===== src/rtl/spi_slave_rx_fifo.sv =====
`timescale 1ns/1ps
`default_nettype none
// ============================================================================
// Module      : spi_slave_rx_fifo
// Description : Receive-only SPI slave with a show-ahead receive FIFO.
//               - CS, SCL and MOSI are asynchronous pins. Each one passes
//                 through a two-flop synchronizer. A third SCL flop is used
//                 for edge detection.
//               - MSB-first words of WIDTH bits are assembled on the selected
//                 SCL sample edge. Any number of contiguous words can be sent
//                 in one CS frame.
//               - Completed words are pushed into a 2**DEPTH_LOG2 entry FIFO.
//                 The FIFO head is presented combinationally on rx_data.
//
// Ports       : clk        system clock (must be at least 4x SCL)
//               resetq     asynchronous active-low reset
//               CS         chip select pin, high = selected
//               SCL        SPI clock pin
//               MOSI       SPI data pin, MSB first
//               rx_data    FIFO head word, valid while rx_valid = 1
//               rx_valid   FIFO not empty
//               rx_ready   consumer pops the head when rx_valid is also high
//               count      number of words held, 0 .. 2**DEPTH_LOG2
//               overflow   sticky flag: a word arrived while the FIFO was full
//               ovf_clr    one-cycle pulse that clears overflow
//               frame_err  one-cycle pulse: CS dropped mid-word
//
// Config      : SPISLAVE_FRESHEN_EN (macro)
//               defined   - a push into a full FIFO flushes it and keeps only
//                           the new word
//               undefined - a push into a full FIFO drops the new word
//
// Revision    : 1.0 - initial release
// ============================================================================
module spi_slave_rx_fifo #(
    parameter int WIDTH      = 16,
    parameter int DEPTH_LOG2 = 4,
    parameter bit CPOL       = 1'b0,
    parameter bit CPHA       = 1'b0
) (
    input  logic                  clk,
    input  logic                  resetq,
    input  logic                  CS,
    input  logic                  SCL,
    input  logic                  MOSI,
    output logic [WIDTH-1:0]      rx_data,
    output logic                  rx_valid,
    input  logic                  rx_ready,
    output logic [DEPTH_LOG2:0]   count,
    output logic                  overflow,
    input  logic                  ovf_clr,
    output logic                  frame_err
);

    // ------------------------------------------------------------------------
    // Constants
    // ------------------------------------------------------------------------
    localparam int                  c_DEPTH     = 1 << DEPTH_LOG2;
    localparam int                  c_CNT_W     = $clog2(WIDTH);
    localparam logic [c_CNT_W-1:0]  c_LAST_BIT  = c_CNT_W'(WIDTH - 1);
    localparam logic [c_CNT_W-1:0]  c_BIT_ONE   = c_CNT_W'(1);
    localparam logic [DEPTH_LOG2:0] c_FULL      = (DEPTH_LOG2 + 1)'(c_DEPTH);
    localparam logic [DEPTH_LOG2:0] c_CNT_ONE   = (DEPTH_LOG2 + 1)'(1);
    localparam logic [DEPTH_LOG2-1:0] c_PTR_ONE = DEPTH_LOG2'(1);

    // Modes 0 and 3 (CPOL == CPHA) sample on the rising SCL edge.
    // Modes 1 and 2 sample on the falling SCL edge.
    localparam bit                  c_SAMPLE_RISE = (CPOL == CPHA);

    // ------------------------------------------------------------------------
    // Input synchronizers
    // ------------------------------------------------------------------------
    logic r_cs_s1,   r_cs_s2;
    logic r_scl_s1,  r_scl_s2,  r_scl_s3;
    logic r_mosi_s1, r_mosi_s2;

    // r_live_s* fill with ones after reset. Only once r_live_s2 is set does
    // r_cs_s2 reflect the real pin rather than its cleared reset value.
    logic r_live_s1, r_live_s2;

    // Set after CS has really been seen low following reset. If reset is
    // released in the middle of a frame, that frame is ignored.
    logic r_armed;

    always_ff @(posedge clk or negedge resetq) begin
        if (!resetq) begin
            r_cs_s1   <= 1'b0;
            r_cs_s2   <= 1'b0;
            r_scl_s1  <= 1'b0;
            r_scl_s2  <= 1'b0;
            r_scl_s3  <= 1'b0;
            r_mosi_s1 <= 1'b0;
            r_mosi_s2 <= 1'b0;
            r_live_s1 <= 1'b0;
            r_live_s2 <= 1'b0;
            r_armed   <= 1'b0;
        end else begin
            r_cs_s1   <= CS;
            r_cs_s2   <= r_cs_s1;
            r_scl_s1  <= SCL;
            r_scl_s2  <= r_scl_s1;
            r_scl_s3  <= r_scl_s2;
            r_mosi_s1 <= MOSI;
            r_mosi_s2 <= r_mosi_s1;
            r_live_s1 <= 1'b1;
            r_live_s2 <= r_live_s1;
            if (r_live_s2 && !r_cs_s2) begin
                r_armed <= 1'b1;
            end
        end
    end

    // The edge is seen between stages 2 and 3. MOSI stage 2 holds the data
    // that was on the pin when stage-1 SCL captured the new level.
    logic w_sample_edge;
    logic w_active;

    assign w_sample_edge = c_SAMPLE_RISE ? (r_scl_s2 & ~r_scl_s3)
                                         : (~r_scl_s2 & r_scl_s3);
    assign w_active      = r_armed & r_cs_s2;

    // ------------------------------------------------------------------------
    // Bit assembly
    // ------------------------------------------------------------------------
    logic [c_CNT_W-1:0] r_bitcnt;
    logic [WIDTH-2:0]   r_shift;      // the bits received so far (WIDTH-1 at most)
    logic               r_push;       // one-cycle push request to the FIFO
    logic [WIDTH-1:0]   r_push_data;
    logic               r_frame_err;
    logic [WIDTH-1:0]   w_shift_next;

    assign w_shift_next = {r_shift, r_mosi_s2};

    always_ff @(posedge clk or negedge resetq) begin
        if (!resetq) begin
            r_bitcnt    <= '0;
            r_shift     <= '0;
            r_push      <= 1'b0;
            r_push_data <= '0;
            r_frame_err <= 1'b0;
        end else begin
            r_push      <= 1'b0;
            r_frame_err <= 1'b0;
            if (!w_active) begin
                // Deselected: a partial word is dropped and reported. The
                // counter clears, so the pulse lasts exactly one cycle.
                r_frame_err <= (r_bitcnt != '0);
                r_bitcnt    <= '0;
                r_shift     <= '0;
            end else if (w_sample_edge) begin
                if (r_bitcnt == c_LAST_BIT) begin
                    // Word complete. Restart at once so the next word can
                    // follow in the same frame.
                    r_push      <= 1'b1;
                    r_push_data <= w_shift_next;
                    r_bitcnt    <= '0;
                    r_shift     <= '0;
                end else begin
                    r_shift  <= w_shift_next[WIDTH-2:0];
                    r_bitcnt <= r_bitcnt + c_BIT_ONE;
                end
            end
        end
    end

    // ------------------------------------------------------------------------
    // Receive FIFO
    // ------------------------------------------------------------------------
    logic [WIDTH-1:0]      r_mem [c_DEPTH];
    logic [DEPTH_LOG2-1:0] r_wr_ptr;
    logic [DEPTH_LOG2-1:0] r_rd_ptr;
    logic [DEPTH_LOG2:0]   r_count;
    logic                  r_overflow;

    logic                  w_empty;
    logic                  w_full;
    logic                  w_pop;
    logic                  w_ovf_event;
    logic                  w_mem_we;
    logic [DEPTH_LOG2-1:0] w_wr_ptr_nxt;
    logic [DEPTH_LOG2-1:0] w_rd_ptr_nxt;
    logic [DEPTH_LOG2:0]   w_count_nxt;

    assign w_empty     = (r_count == '0);
    assign w_full      = (r_count == c_FULL);
    assign w_pop       = rx_ready & ~w_empty;
    // If a pop happens in the same cycle, it frees the slot. A push into a
    // full FIFO with a simultaneous pop is therefore not an overrun.
    assign w_ovf_event = r_push & w_full & ~w_pop;

    always_comb begin
        w_mem_we     = 1'b0;
        w_wr_ptr_nxt = r_wr_ptr;
        w_rd_ptr_nxt = r_rd_ptr;
        w_count_nxt  = r_count;
        if (r_push && (!w_full || w_pop)) begin
            w_mem_we     = 1'b1;
            w_wr_ptr_nxt = r_wr_ptr + c_PTR_ONE;
            if (w_pop) begin
                w_rd_ptr_nxt = r_rd_ptr + c_PTR_ONE;
            end else begin
                w_count_nxt  = r_count + c_CNT_ONE;
            end
        end else if (w_ovf_event) begin
`ifdef SPISLAVE_FRESHEN_EN
            // Flush the stale contents. The new word becomes the only entry,
            // so the consumer never reads data older than the overrun.
            w_mem_we     = 1'b1;
            w_rd_ptr_nxt = r_wr_ptr;
            w_wr_ptr_nxt = r_wr_ptr + c_PTR_ONE;
            w_count_nxt  = c_CNT_ONE;
`else
            // The new word is discarded. Stored contents stay untouched.
            w_mem_we     = 1'b0;
`endif
        end else if (w_pop) begin
            w_rd_ptr_nxt = r_rd_ptr + c_PTR_ONE;
            w_count_nxt  = r_count - c_CNT_ONE;
        end
    end

    always_ff @(posedge clk or negedge resetq) begin
        if (!resetq) begin
            r_wr_ptr   <= '0;
            r_rd_ptr   <= '0;
            r_count    <= '0;
            r_overflow <= 1'b0;
        end else begin
            r_wr_ptr <= w_wr_ptr_nxt;
            r_rd_ptr <= w_rd_ptr_nxt;
            r_count  <= w_count_nxt;
            // A new overrun takes priority over a clear in the same cycle.
            if (w_ovf_event) begin
                r_overflow <= 1'b1;
            end else if (ovf_clr) begin
                r_overflow <= 1'b0;
            end
        end
    end

    // The storage array has no reset. Its contents are never visible while
    // the FIFO is empty.
    always_ff @(posedge clk) begin
        if (w_mem_we) begin
            r_mem[r_wr_ptr] <= r_push_data;
        end
    end

    // ------------------------------------------------------------------------
    // Outputs
    // ------------------------------------------------------------------------
    assign rx_data   = w_empty ? '0 : r_mem[r_rd_ptr];
    assign rx_valid  = ~w_empty;
    assign count     = r_count;
    assign overflow  = r_overflow;
    assign frame_err = r_frame_err;

endmodule
`default_nettype wire

===== config.mk =====
export PLATFORM = sky130hd
export DESIGN_NAME = spi_slave_rx_fifo
export DESIGN_NICKNAME = d
export VERILOG_FILES = /design/src/rtl/spi_slave_rx_fifo.sv
export SDC_FILE = /design/constraint.sdc
export NUM_CORES = 1
export LEC_CHECK = 0
export CAP_MARGIN = 20
export CORE_MARGIN = 1
export CORE_UTILIZATION = 34
export CTS_BUF_LIST = sky130_fd_sc_hd__clkbuf_8
export CTS_CLUSTER_SIZE = 28
export DETAILED_ROUTE_END_ITERATION = 6
export GPL_TIMING_DRIVEN = 0
export SKIP_CTS_REPAIR_TIMING = 1
export SYNTH_ARGS = -nofsm -noshare
export SYNTH_HDL_FRONTEND = slang
export SYNTH_SLANG_ARGS = --single-unit

===== constraint.sdc =====
create_clock -name clk -period 2.9 [get_ports clk]
set_input_delay 0.58 -clock clk [delete_from_list [all_inputs] [get_ports clk]]
set_output_delay 0.58 -clock clk [all_outputs]
set_load 0.02 [all_outputs]

* Word level (Yosys, flattened, before mapping)
Memory sizes are Yosys's and may differ from the RTL's. Cells that the tools add are included.
Word-level totals: flip-flop bits (word level) 61, memory bits (writable) 256, input bits 7, output and inout port bits 24, word-level logic and storage cells 72, memories 1
Memory list:
- r_mem | depth 16, width 16, read ports 1, clocked after Yosys merged registers in 0, write ports 1, RTL line 169 | logic [WIDTH-1:0] r_mem [c_DEPTH];
Operators by class: $add $sub $neg 5, equal/unequal tests 5, mux-type cells 23, bitwise operators 8, reductions and logical operators 11
Operator list (count):
- 15-bit 2-to-1 mux | 3
- 4-bit 2-to-1 mux | 6
- 5-bit 2-to-1 mux | 4
- 16-bit 2-to-1 mux | 1
- 4-bit by 1-bit adder with 4-bit output (second input constant) | 3
- 1-bit 2-to-1 mux | 9
- 3-bit AND reduction | 2
- 5-bit by 1-bit adder with 5-bit output (second input constant) | 1
- 1-bit AND | 5
- 5-bit == test (second input constant) | 1
- 5-bit logical NOT | 1
- 5-bit by 1-bit subtractor with 5-bit output (second input constant) | 1
- 4-bit == test (second input constant) | 1
- 2-bit != test (second input constant) | 2
- 2-bit nonzero test | 2
- 4-bit nonzero test | 1
- 1-bit NOT | 3
- 1-bit logical AND | 2
- 1-bit logical NOT | 2
- 2-bit by 1-bit != test with 1-bit output (second input constant) | 1
- 1-bit logical OR | 1

* Logic depth before layout (Yosys ltp)
Gate-level depths: netlist of the first run.
depth in word-level cells 8, mapped depth 8, gate-level depth less buffers 8

* Least setup slack after synthesis of the first run
OpenSTA, ideal clock, no wires.
path kind register to register, start point reg r_count[0], in the netlist count[0], end point mem r_mem[0][0] (enable), setup time 430 ps, arrival time 2419 ps, data required time 2470 ps, slack 50 ps, cell stages (with the launch flop) 4, buffers on the path 0, clock period less this slack 2850 ps, path through dfrtp_1 > or4_4 > o21ai_4 > nor4_1
On the way: longest elaborated chain between the ends 8, elaborated cells on any way between the ends 10, classes of those cells eq/ne: 1; mux: 3; bitwise: 2; reduce/logical: 4
Ends and longest elaborated chain:
- start: declaration | RTL line 172 | logic [DEPTH_LOG2:0] r_count;
- start signal: assignment | RTL line 231 | r_count <= w_count_nxt;
- 5-bit logical NOT | RTL line 184 | assign w_empty = (r_count == '0);
- 1-bit NOT | RTL line 186 | assign w_pop = rx_ready & ~w_empty;
- 1-bit AND | RTL line 186
- 1-bit logical OR * | RTL line 196 | if (r_push && (!w_full || w_pop)) begin
- 1-bit logical AND * | RTL line 196
- 1-bit 2-to-1 mux * | RTL line 196
- 1-bit 2-to-1 mux * | RTL line 244 | if (w_mem_we) begin
- 1-bit 2-to-1 mux (not written as such) * | RTL line 245 | r_mem[r_wr_ptr] <= r_push_data;
- end: declaration | RTL line 169
Every way passes the cells marked *; elsewhere a longest branch is shown, timed or not.

* Final worst setup path of the first run
start point reg r_rd_ptr[1], end point out rx_data[14]
On the way: longest elaborated chain between the ends 2
Ends and longest elaborated chain:
- start: declaration | RTL line 171 | logic [DEPTH_LOG2-1:0] r_rd_ptr;
- start signal: assignment | RTL line 230 | r_rd_ptr <= w_rd_ptr_nxt;
- memory 16 x 16 bit
- 16-bit 2-to-1 mux | RTL line 252 | assign rx_data = w_empty ? '0 : r_mem[r_rd_ptr];
- end: declaration | RTL line 46 | output logic [WIDTH-1:0] rx_data,
No other way between the ends.

==> results by stage, run 1 <==
Status:
- The run finished, with violations left.
- The checks that failed: DRC, setup timing.

Finish:
- The count of fill cells added during filler insertion is around 3200.
- The most common cell after layout, fill and taps aside is edfxtp_1.
- The area added between synthesis and finish is 19.0%.
- Summing all multi-input logic gate instances after layout gives 0.00315 mm^2.
- The post-route netlist has 33.8% of its cells at a drive strength greater than 1.
- The count of cells in the finished layout, fillers not included, comes to ~1200.
- The net count of the finished layout is 743.
- The utilization of the core after routing is 41.2%.
- The library cells used most frequently in the layout, excluding fill and tap cells, are 256 x edfxtp_1, 64 x mux4_2, 59 x dfrtp_1.
- The repair_antennas step left the layout with diodes totalling 0.
- The footprint of the flip-flops and latches is 0.00922 mm^2.

Global routing:
- The number of antenna violations at the first check in global routing is 0.
- Global routing consumed, over all layers together, 14.2% of the routing resources.
- Summed over all layers, the global routing overflow is 0.
- The number of global-route vias before repair is 6404.
- The pin count of the biggest net entering global routing is 62.
- The first-pass GRT wire length is ~38 mm.

Worst setup path:
- The launch instance of the worst register-to-register path is count[1].
- The worst-path maximum fanout is 7.
- The category of the worst setup path capture point is an output pin.
- The sort of element at the start of the critical path is a flop.
- The worst reg-to-reg setup slack is 130 ps.
- The worst register-to-register path has a depth of 8.
- The endpoint identified for the worst register-to-register timing path is count[4].
- At the worst endpoint, the arrival time is about 2600 ps.
- For the worst setup path, the data required time is 2320 ps.
- By startpoint and endpoint, the worst setup path is classified as reg -> out.

CTS:
- The CTS root buffer is clkbuf_8.
- The maximum buffer depth of the clock tree is 3.
- The H-tree was split into 2 levels.
- The CTS tree is done.
- After clock tree synthesis, the clock-pin slew on the worst setup and hold paths is ~60 ps.
- The source-to-sink clock delay at the later pin of the worst-skew pair is around 560 ps.
- The number of sinks handled by clock tree synthesis is 317.
- The number of buffers created by CTS is 50.

Power and ir drop:
- The total power density per cell area is 778 mW/mm^2.
- The internal power contribution is 8.11 mW.
- Sequential cells account for 44.1% of the total power.
- The power spent charging and discharging nets is 3.36 mW.
- Of the total power, the share spent switching nets is between 20 and 30%.
- In this run the static leakage power is roughly 5.5 nW.
- The highest ir drop seen on vdd is 0.000604 V.
- The clock network fraction of design power is roughly 30%.
- The part of the power in combinational logic is 25.6%.

STA:
- The setup slack after layout is -232 ps.
- The number of hold violations in the final report is 0.
- The max-slew violation count is 0.
- Setup repair after global routing could not meet its margin everywhere.
- Headroom to the max-slew limit came out at between 30% and 40%.
- The final worst clock skew is 18.6 ps.
- The setup violation total in the final timing report is 16.
- Static timing analysis puts the maximum clock frequency at 319 MHz.
- For the pin with the worst max-slew slack, the measured transition is 1040 ps.
- Of the available clock period, the critical path in the final layout requires 108%.
- For the finished layout, the period the worst path requires is 3130 ps.

Logic synthesis:
- Each instance of the synthesized netlist takes up on average between 20 and 25 um^2.
- Yosys attributes the largest share of cell area to edfxtp_1 62%, dfrtp_1 12%, mux4_2 12%.
- The synthesized netlist contains 39 unique library cells.
- The post-synthesis sequential area ratio is 74.4%.
- After synthesis, the largest area contributor takes up a little over 60% of total cell area.
- Among all flip-flop cells after synthesis, the most frequent one is edfxtp_1.
- The number of nets handed over by synthesis was 637.
- The gate count after technology mapping is 618.
- The number of synthesized flops with an enable pin is about 260.
- The fraction of synthesis flops using an asynchronous set or reset pin is 19.2%.
- Synthesis inferred 317 register bits.
- The mapped cell area is 0.0124 mm^2.
- The biggest area contributor in the post-synthesis netlist is edfxtp_1.
- The Yosys step of the flow raised 0 warnings.

Route:
- The number of iterations in the first detailed-routing pass is 7.
- The final antenna-violating net count is 0.
- Dividing the detail-routed wire length by the instance count gives 20.9 um.
- The average vias per placed instance is about 5.0.
- The first routing iteration left 548 violations.
- The detailed-route via count is 6145.
- The number of design rule violations left after detail routing is 3.
- For this block, the routed nets add up to 25.6 mm of wire.

Floorplanning:
- The core area is approximately 0.036 mm^2.
- The die covers 0.0372 mm^2.
- During I/O placement, the number of pins put on the boundary was 31.
- The die is 193 um wide.
- The height of the die is between 150 and 200 um.
- In this run the core area contains 69 standard-cell rows.
- The initial core utilization is 34.7%.

Run:
- The tool flagged a number of max-cap violations equal to 0.

Placement:
- Including well taps, the total number of placed cells is 1129.
- The number of buffers added on ports is 30.
- The placer's final routability congestion estimate is 0.768.
- OpenSTA, run right after detailed placement, puts the worst setup slack at -284 ps.
- The placed wire-length estimate is 16.6 mm.

Min path:
- The path class of the tightest hold or removal check is in -> async.
worst max path at each step:
| stage | start | endpoint | slack (ps) | cells past startpoint |
|---|---|---|---|---|
| after floorplan | count[0] | r_mem[0][0] | 50 | 3 |
| after global placement | rx_ready | r_mem[1][7] | -2500 | 4 |
| after detailed placement | rx_ready | r_mem[5][10] | -280 | 8 |
| after CTS | r_rd_ptr[3] | rx_data[0] | -900 | 7 |
| after global routing | r_rd_ptr[1] | rx_data[14] | -300 | 8 |
| final | r_rd_ptr[1] | rx_data[14] | -230 | 8 |
cells by family after synthesis:
kind of cell / count (synthesis) / synth area share, %
buf+inv: 44 / 1.66
xor+xnor: 11 / 0.778
other cells: 1 / 0.0303
flops: 317 / 74.4
fa+ha+maj: 12 / 1.27
simple gates: 54 / 2.24
mux: 119 / 16.4
compound gates: 60 / 3.19
power by group through the flow:
stage                     logic (mW)  clock network (mW)  registers (mW)
after floorplan                 1.67                   0            5.15
after global placement          2.57                   0            5.13
after detailed placement        2.59                   0            5.12
after CTS                       2.60                3.57            5.03
after global routing            3.12                3.76            5.08
final                           2.93                3.47            5.06
sequential cells by signal (all words and copies together) (netlist names), 4 cells and up:
| signal | flops |
|---|---|
| r_wr_ptr | 4 |
| r_bitcnt | 4 |
| r_mem | 256 |
| r_push_data | 16 |
| count | 5 |
| r_rd_ptr | 4 |
| r_shift | 15 |
routing by layer:
metal	vias up	routed length, um	global-route usage [%]
met2	164	11300	21.1
met4	0	505	3.97
met1	3218	12300	20.9
met3	52	1480	2.98
li1	2711	-	-
met5	-	0	0
synthesized netlist by cell type (2+ instances only):
library cell / number
a21oi_1: 20
a22o_1: 16
and3_1: 5
buf_2: 14
buf_4: 2
buf_6: 2
clkbuf_1: 12
dfrtp_1: 61
edfxtp_1: 256
ha_1: 11
inv_1: 13
mux2_2: 36
mux2i_1: 19
mux4_2: 64
nand2_1: 12
nand2b_1: 2
nand3_1: 8
nor2_1: 11
nor2b_1: 3
nor3_1: 4
nor4_1: 4
o21ai_0: 15
o21ai_1: 3
xnor2_1: 9
xor2_1: 2
critical path, cell delays in order (launching register included):
cell	delay, ps
dfrtp_2	380
buf_12	150
buf_12	140
buf_12	140
mux4_2	490
mux2_4	280
o21ai_2	170
a21oi_4	70
buf_6	170
per-stage QoR:
stage	instance area (um^2)	hold WS, ps	power (mW)	TNS (ps)
after detailed placement	13500	336	7.72	-28590
after global placement	13300	333	7.70	-384510
final	14700	110	11.5	-2580
after floorplan	12400	284	6.82	0
after global routing	14700	151	12.0	-4060
after CTS	14500	117	11.2	-14080
layout make-up:
type	instances	area share [%]
clock buffer	54	5.04
buffer	28	1.63
multi-input combinational	257	21.3
inverter	14	0.357
clock inverter	38	1.22
tap	461	3.91
sequential	317	62.5
timing repair buffer	56	3.96
No activity file was read; power rests on OpenSTA's default activity.
==> run 2, diff against run 1 <==
Settings changed: GPL_ROUTABILITY_DRIVEN from default to 0, SKIP_LAST_GASP from default to 1.
==> results by stage, run 2 (same netlist as run 1, synthesis figures left out) <==
Status:
- The flow ran to the end, but the final reports show violations.
- The checks that failed: DRC, setup timing.

CTS:
- The source-to-sink clock delay at the later pin of the worst-skew pair was 560 ps (about the same).
- The clock transition time at the flip-flop clock pins of the worst setup and hold paths is 60 ps (about the same).
- The number of buffers created by CTS is 50 (unchanged).
- The CTS tree is done.
- The maximum level of the CTS H-tree is 2 (unchanged).
- The maximum buffer depth of the clock tree came to 3 (unchanged).
- Clock tree synthesis selected as its root buffer the cell clkbuf_8.
- The number of sinks handled by clock tree synthesis is 317 (unchanged).

STA:
- The final worst clock skew came to 19.0 ps (+0.445 ps).
- The number of hold violations in the final report came to 0 (unchanged).
- The final period demand of the worst path is 3140 ps (+3.93 ps).
- The tightest slew margin relative to the limit is 28.2% (-2.0 points).
- The max-slew violation count is 0 (unchanged).
- Setup repair after global routing could not meet its margin everywhere.
- The transition time of the tightest slew-check pin is 1070 ps (+30.0 ps).
- The worst slack on hold paths is 113 ps (+3.11 ps).
- The setup violation total in the final timing report was 16 (unchanged).
- The setup slack after layout is -235 ps (-3.93 ps).
- The maximum clock rate is 319 MHz (-0.13%).
- The ratio of final minimum period to clock period was 108% (+0.14 points).

Worst setup path:
- In this run the worst setup path begins at r_rd_ptr[1].
- The worst setup path endpoint is rx_data[14].
- The required time of the critical path was 2320 ps (about the same).
- The category of the worst setup path capture point is an output pin.
- The worst reg-to-reg setup slack came to 140 ps (about the same).
- Walking the worst path, the cells encountered are buf_12, buf_12, buf_12, mux4_2, mux2_4, o21ai_2, a21oi_4, buf_6.
- The worst reg-to-reg path cell count is 8 (unchanged).
- In this run the critical register-to-register path is launched from count[0].
- The setup path with the least slack is of type reg -> out.
- The maximum single-stage delay on the critical path came to 490 ps (about the same).
- In this run the critical register-to-register path is captured at count[4].
- The cell with the biggest individual delay on the critical path is mux4_2.
- The sort of element at the start of the critical path is a flop.
- The most repeated library cell on the critical path is buf_12.
- The worst-path maximum fanout is 7 (unchanged).
- The arrival time at the worst endpoint is 2560 ps (about the same).

Finish:
- The count of nets after finishing is 743 (unchanged).
- The fraction of layout instances using a drive strength above 1 is 33.2% (-0.52 points).
- The most common cell after layout, fill and taps aside is edfxtp_1.
- In the layout the commonest cells are 256 x edfxtp_1, 64 x mux4_2, 59 x dfrtp_1.
- The number of antenna diodes is 0 (unchanged).
- The post-route cell area was 0.0147 mm^2 (-0.15%).
- Counting flops per register, the top entry is r_mem.
- In the final layout, the registers with the most flip-flops are r_mem x256, r_push_data x16, r_shift x15.
- The count of fill cells added during filler insertion is 3212 (-0.062%).
- The area added between synthesis and finish is 18.8%.
- The number of flip-flops in the largest register was 256 (unchanged).

Route:
- The routed length per placed instance is 20.9 um (about the same).
- The number of iterations in the first detailed-routing pass is 7 (unchanged).
- The total wire length after detailed routing came to 25.6 mm (about the same).
- The number of design rule violations left after detail routing is 3 (unchanged).
- The detailed-route via count came to 6168 (+0.37%).
- The average vias per placed instance came to 5.04 (+0.37%).
- The detailed router's first-iteration violation count is 553 (+0.91%).
- The final antenna-violating net count is 0 (unchanged).

Power and ir drop:
- The highest ir drop seen on vdd is 0.000604 V (about the same).
- The total power consumption of the routed design was 11.4 mW (-0.20%).
- The total power density per cell area is 778 mW/mm^2 (about the same).
- The leakage power was 5.49 nW (-0.12%).

Global routing:
- The pin count of the biggest net entering global routing is 62 (unchanged).
- The first-pass GRT wire length is 38.4 mm (unchanged).
- The number of global-route vias before repair is 6404 (unchanged).
- The number of antenna violations at the first check in global routing came to 0 (unchanged).
- The global routing usage summed across all routing layers was 14.2% (unchanged).
- The remaining global-route overflow is 0 (unchanged).

Min path:
- The path category of the worst min-delay check is in -> async.

Floorplanning:
- The die span in x came to 193 um (unchanged).
- The height of the die was 193 um (unchanged).
- The initial core utilization is 34.7% (unchanged).
- The core area was 0.0357 mm^2 (unchanged).
- The number of ports placed on the die boundary was 31 (unchanged).
- The die footprint is 0.0372 mm^2 (unchanged).
- The placement row count is 69 (unchanged).

Placement:
- The post-placement cell area was 0.0135 mm^2 (unchanged).
- The number of buffers added on ports is 30 (unchanged).
- The pre-CTS setup slack came to -284 ps (unchanged).
- The placed wire-length estimate was 16.6 mm (unchanged).

Run:
- The reported max-cap violation count is 0 (unchanged).
[run 2: cell count changes in the layout (fill, tap and decap cells not counted)]
cell	previous run	this run
buf_4	13	14
buf_6	19	18
mux2_2	31	32
mux2_4	5	4
mux2i_1	15	16
mux2i_2	2	1
o21ai_1	5	8
o21ai_2	6	3
[run 2: per-layer routing]
layer,global-route usage [%],vias to the layer above,part of all wire [%]
met5,0,-,0
met1,20.9,3235,48
met2,21.1,170,45
met4,3.97,0,1.9
met3,2.98,53,6.0
li1,-,2710,-
[run 2: where the power goes]
group | internal [mW] | switching [mW]
Sequential | 4.94 | 0.124
Combinational | 1.36 | 1.56
Clock | 1.80 | 1.67
[run 2: cell type report]
| type | count | area (um^2) | area share, % |
|---|---|---|---|
| clock buffer | 54 | 743 | 5.05 |
| inverter | 14 | 52.6 | 0.357 |
| clock inverter | 38 | 180 | 1.22 |
| buffer | 28 | 240 | 1.63 |
| timing repair buffer | 56 | 581 | 3.94 |
| multi-input combinational | 257 | 3130 | 21.3 |
| sequential | 317 | 9220 | 62.6 |
| tap | 461 | 577 | 3.92 |
[run 2: worst min-delay path by stage]
stage / depth (start not counted) / to / slack, ps / from
2_1_floorplan: 0 / count[0] / 280 / resetq
3_3_place_gp: 0 / r_live_s2 / 330 / r_live_s1
3_5_place_dp: 0 / r_cs_s2 / 340 / r_cs_s1
4_1_cts: 1 / frame_err / 120 / resetq
5_1_grt: 1 / frame_err / 150 / resetq
6_report: 1 / frame_err / 110 / resetq
[run 2: worst max-delay path, delay by kind of cell (launching register included)]
family / cells / cell delay [ps]
mux: 2 / 770
flops: 1 / 390
compound gates: 2 / 220
buf+inv: 4 / 600
[run 2: through the flow]
step           cells  setup TNS [ps]  util, %
2_1_floorplan    618               0        -
3_3_place_gp    1109         -384510     37.1
3_5_place_dp    1129          -28590     37.9
4_1_cts         1221          -14080     40.5
5_1_grt         1225           -4040     41.2
6_report        1225           -2760     41.2
